<file path="src/rtl/bin_search_engine.sv">
// Binary search over an external sorted RAM with configurable read latency.
// Supports exact-match and lower-bound (first word >= key) lookups.
module bin_search_engine #(
  parameter int DATA_W = 8,
  parameter int ADDR_W = 5,
  parameter int RD_LAT = 1
) (
  input  logic              clk,
  input  logic              reset_n,
  input  logic              start,
  input  logic [DATA_W-1:0] target,
  input  logic              mode,
  output logic [ADDR_W-1:0] mem_addr,
  input  logic [DATA_W-1:0] mem_rdata,
  output logic              busy,
  output logic              done,
  output logic              found,
  output logic [ADDR_W-1:0] index,
  output logic [ADDR_W:0]   probes
);

  typedef enum logic [2:0] {IDLE, ADDR, WAIT, CMP, DONE} state_t;

  // Bounds carry one extra bit so hi can hold DEPTH without wrapping.
  localparam logic [ADDR_W:0] LP_DEPTH     = {1'b1, {ADDR_W{1'b0}}};
  localparam logic [ADDR_W:0] LP_ONE       = {{ADDR_W{1'b0}}, 1'b1};
  localparam logic [1:0]      LP_WAIT_LAST = 2'(RD_LAT - 1);

  state_t              r_state;
  logic [DATA_W-1:0]   r_target;
  logic                r_mode;
  logic [ADDR_W:0]     r_lo;
  logic [ADDR_W:0]     r_hi;
  logic [ADDR_W:0]     r_mid;
  logic [1:0]          r_wait_cnt;

  logic [ADDR_W:0]     w_mid;
  logic                w_lt;
  logic                w_eq;
  logic [ADDR_W:0]     w_lo_nxt;
  logic [ADDR_W:0]     w_hi_nxt;

  always_comb begin
    w_mid    = r_lo + ((r_hi - r_lo) >> 1);
    w_lt     = (mem_rdata < r_target);
    w_eq     = (mem_rdata == r_target);
    w_lo_nxt = w_lt ? (r_mid + LP_ONE) : r_lo;
    w_hi_nxt = w_lt ? r_hi : r_mid;
  end

  // NOTE: state is updated with non-blocking assignments so every register
  // samples the pre-edge values; blocking here would create ordering races.
  always_ff @(posedge clk or negedge reset_n) begin
    // NOTE: every register, including the search bounds and wait counter,
    // is reset so an aborted search leaves nothing stale behind.
    if (!reset_n) begin
      r_state    <= IDLE;
      r_target   <= '0;
      r_mode     <= 1'b0;
      r_lo       <= '0;
      r_hi       <= '0;
      r_mid      <= '0;
      r_wait_cnt <= '0;
      mem_addr   <= '0;
      busy       <= 1'b0;
      done       <= 1'b0;
      found      <= 1'b0;
      index      <= '0;
      probes     <= '0;
    end else begin
      done <= 1'b0;
      case (r_state)
        IDLE: begin
          if (start) begin
            r_target <= target;
            r_mode   <= mode;
            r_lo     <= '0;
            r_hi     <= LP_DEPTH;
            probes   <= '0;
            found    <= 1'b0;
            index    <= '0;
            busy     <= 1'b1;
            r_state  <= ADDR;
          end
        end
        ADDR: begin
          r_mid      <= w_mid;
          mem_addr   <= w_mid[ADDR_W-1:0];
          probes     <= probes + LP_ONE;
          r_wait_cnt <= '0;
          r_state    <= WAIT;
        end
        WAIT: begin
          if (r_wait_cnt == LP_WAIT_LAST) begin
            r_state <= CMP;
          end else begin
            r_wait_cnt <= r_wait_cnt + 2'd1;
          end
        end
        CMP: begin
          if (!r_mode && w_eq) begin
            found   <= 1'b1;
            index   <= r_mid[ADDR_W-1:0];
            r_state <= DONE;
          end else begin
            r_lo    <= w_lo_nxt;
            r_hi    <= w_hi_nxt;
            r_state <= (w_lo_nxt == w_hi_nxt) ? DONE : ADDR;
          end
        end
        DONE: begin
          // Exact-mode misses keep the cleared result from launch.
          if (r_mode) begin
            found <= (r_lo != LP_DEPTH);
            index <= (r_lo != LP_DEPTH) ? r_lo[ADDR_W-1:0] : '0;
          end
          busy    <= 1'b0;
          done    <= 1'b1;
          r_state <= IDLE;
        end
        default: r_state <= IDLE;
      endcase
    end
  end

endmodule

</file>
<file path="config.mk">
export PLATFORM = sky130hd
export DESIGN_NAME = bin_search_engine
export DESIGN_NICKNAME = d
export VERILOG_FILES = /design/src/rtl/bin_search_engine.sv
export SDC_FILE = /design/constraint.sdc
export NUM_CORES = 1
export LEC_CHECK = 0
export CAP_MARGIN = 30
export CORE_UTILIZATION = 55
export DETAILED_ROUTE_END_ITERATION = 10
export GPL_ROUTABILITY_DRIVEN = 1
export PLACE_DENSITY_LB_ADDON = 0.3
export REMOVE_ABC_BUFFERS = 1
export SETUP_SLACK_MARGIN = 0.1
export SYNTH_ARGS = -nofsm -noshare
export SYNTH_HDL_FRONTEND = slang
export SYNTH_SLANG_ARGS = --single-unit
</file>
<file path="constraint.sdc">
create_clock -name clk -period 3 [get_ports clk]
set_input_delay 0.6 -clock clk [delete_from_list [all_inputs] [get_ports clk]]
set_output_delay 0.6 -clock clk [all_outputs]
set_load 0.03 [all_outputs]
</file>
==> impl_metrics.tcl <==
set metrics [dict create \
    status "complete, no violations" \
    grt_max_degree 37 \
    vias 2175 \
    total_power_mw 3.649 \
    fmax_mhz 371.2 \
    rsz0062_at_grt "false" \
    wl_um 5537 \
    grt_pass1_vias 2116 \
    hold_buffers 0 \
    clkPwrFrac 0.124 \
    die_area_mm2 0.005421 \
    peakVddDrop_uv 793.0 \
    tns_ns 0 \
    drt_iter0_markers 124 \
    ys_ff_latch 46 \
    setup_viol 0 \
    end_kind "flop" \
    pwr-share-comb 0.564 \
    hpwl_um 4178 \
    fin_nets 378 \
    syn_to_final_growth_pct 17.12 \
    via_per_inst 5.384 \
    cts_max_level 2 \
    final.min_clock_period_ns 2.694 \
    insertion_delay_ns 0.30 \
    firstDrtPassIters 4 \
    skew_ns 0.007753 \
    rows 25 \
    numCtsBuffers 5 \
    antenna_left 0 \
    n_fill_cell 421 \
    initial_utilization 0.5857 \
    worstPathRequired_ns 3.14 \
    grt_overflow 0 \
    power.share.sequential 0.312 \
    yosysSeqAreaShare 0.4080 \
    clockRootBuffer "clkbuf_8" \
    yosysWarnings 0 \
    wl_per_cell_um 13.71 \
    gp_congestion 0.8899 \
    power.internal_mw 2.033 \
    start_kind "primary input" \
    clockBufferDepth 2 \
    port_buffers 38 \
    grt_pass1_wl_um 9715 \
    p_per_area_mw_per_mm2 1104 \
    boundaryPins 39 \
    sw_frac_of_total 0.4428 \
    timing.final.crit_share 0.8980 \
    min_path_type "in2async" \
    static-leakage-power_nw 1.455 \
    grt_use_total 0.2374 \
    diodes 0 \
    avgSynthCellArea_um2 9.161 \
    hold_viol 0 \
    path_max_fanout 12 \
    maxCapViolCount 0 \
    die_w_um 73.63 \
    cts.clk_slew.worst_paths_ns 0.09 \
    p_sw_mw 1.616 \
    cts_resized 0 \
    path_class "in2reg" \
    drcViolationCount 0 \
    synth.distinct_cells 45 \
    slew_violations 0 \
    coreArea_mm2 0.004817 \
    maxSlewHeadroom 0.4797 \
    post-cts-setup-buffers 0 \
    worst_slew_pin_slew_ns 0.7805 \
    syn_inst 308 \
    die_height_um 73.63 \
    synthesis.area_mm2 0.002821 \
    cts_tree "built" \
    antenna_found_initial 0 \
    arrival_ns 2.83 \
    drive_gt1_frac 0.05045 \
    clock-sinks 46 \
]
placed cells by master (no fill, tap or decap), types with 2 or more instances in the layout:
cell / netlist / final
ha_1: 20 / 20
a211oi_1: 2 / 2
xor2_1: 6 / 6
o21ai_0: 35 / 35
nor2_1: 17 / 17
nand3b_1: 2 / 2
nand3_1: 13 / 13
fa_1: 2 / 2
nand4_1: 5 / 5
clkbuf_8: 0 / 5
xnor2_1: 20 / 20
o21ai_1: 3 / 3
and3_1: 2 / 2
nor3_1: 2 / 2
nand2_1: 47 / 47
dfrtp_1: 46 / 46
a21oi_1: 8 / 8
o21bai_1: 3 / 3
buf_4: 8 / 2
a21o_1: 3 / 3
clkdlybuf4s50_1: 0 / 37
a211o_1: 2 / 2
o21a_1: 2 / 2
inv_1: 20 / 20
mux2i_1: 3 / 3
a22oi_1: 7 / 7
metrics by stage:
step | utilization | instances | hold slack [ns] | area [µm²] | setup WS (ns)
2_1_floorplan | - | 288 | 0.3044 | 2700 | 0.5588
3_3_place_gp | 0.6590 | 395 | 0.4633 | 3174 | 0.2488
3_5_place_dp | 0.6631 | 396 | 0.4693 | 3194 | 0.09903
4_1_cts | 0.6860 | 404 | 0.1698 | 3304 | 0.3381
5_1_grt | 0.6860 | 404 | 0.1772 | 3304 | 0.1376
6_report | 0.6860 | 404 | 0.1689 | 3304 | 0.3060
flip-flops by register name, summed over array words and instances, names as in the netlist:
register	cells
r_target	8
probes	6
r_hi	6
r_lo	6
index	5
mem_addr	4
r_state	3
r_mid	2
r_wait_cnt	2
busy	1
done	1
found	1
r_mode	1
logic make-up (layout without fill, tap and decap cells):
kind of cell	after synthesis	after routing	synth area share
buffers and inverters	40	69	0.06962
xor gates and xnor gates	26	26	0.08071
muxes	4	4	0.01463
DFF	46	46	0.4080
and+or+nand+nor	98	98	0.1698
adders and majority gates	22	22	0.1029
AOI/OAI and AO/OA	72	72	0.1543
power by group through the flow:
stage          registers, mW  clock network [mW]  logic [mW]
2_1_floorplan           1.24                   0        1.40
3_5_place_dp            1.15                   0        2.05
3_3_place_gp            1.14                   0        2.01
4_1_cts                 1.14               0.460        2.07
5_1_grt                 1.18               0.488        2.33
6_report                1.14               0.452        2.06
synthesized netlist by cell type, drive strengths merged:
library cell	instances	share of area
a21oi	9	0.017
ha	20	0.089
o2111ai	1	0.0031
nand2	47	0.063
mux2i	3	0.011
o21bai	3	0.0080
inv	20	0.027
nor2b	1	0.0022
nand3	14	0.027
xor2	6	0.019
and4	1	0.0031
a31oi	1	0.0022
nor3b	2	0.011
a211o	2	0.0062
a221oi	1	0.0031
or3	1	0.0022
o21a	2	0.0053
clkbuf	4	0.0053
fa	2	0.014
buf	16	0.038
o32ai	1	0.0031
o211a	1	0.0035
a22oi	7	0.019
and3	2	0.0044
xnor2	20	0.062
nor4b	1	0.0084
nor4	1	0.0022
o21ai	38	0.067
a211oi	2	0.0053
and2	1	0.0022
a21o	3	0.0080
mux2	1	0.0040
nand3b	2	0.0053
nand2b	1	0.0022
nor2	17	0.023
nor3	2	0.0035
dfrtp	46	0.41
a22o	1	0.0031
nand4	5	0.011
layer usage:
layer	wire, µm	global-route usage	part of all wire	vias up
met5	0	0	0	-
met4	105	0.08333	0.019	0
met3	312	0.04252	0.056	8
met2	2559	0.3761	0.46	58
met1	2560	0.3277	0.46	1003
li1	-	-	-	1106
area by class of cell:
cell class	instances	area, µm²	share of cell area
repair buffers	41	410.4	0.1242
clock inverters	2	37.54	0.01136
clock buffers	6	72.57	0.02196
multi-input cells	222	1474	0.4460
well taps	67	83.83	0.02537
inverters	20	75.07	0.02272
flip-flops and latches	46	1151	0.3484
critical path, stage by stage:
cell	delay, ns
clkdlybuf4s50_1	0.42
ha_1	0.32
and4_1	0.22
o2111ai_1	0.17
and3_1	0.25
nor2_1	0.59
o21ai_0	0.25
worst paths after layout:
kind / start / end / slack [ns] / depth (start not counted)
worst max-delay path: mem_rdata[6] / r_hi[0] / 0.31 / 7
worst min-delay path: reset_n / r_wait_cnt[1] / 0.17 / 1
worst max register to register: r_lo[0] / r_mid[5] / 0.38 / 10
worst min register to register: index[3] / index[3] / 0.48 / 2
max in group asynchronous: reset_n / r_target[0] / 2.36 / 2
min in group clk: index[3] / index[3] / 0.48 / 2
Note: power is estimated with default switching activity, not from simulation.
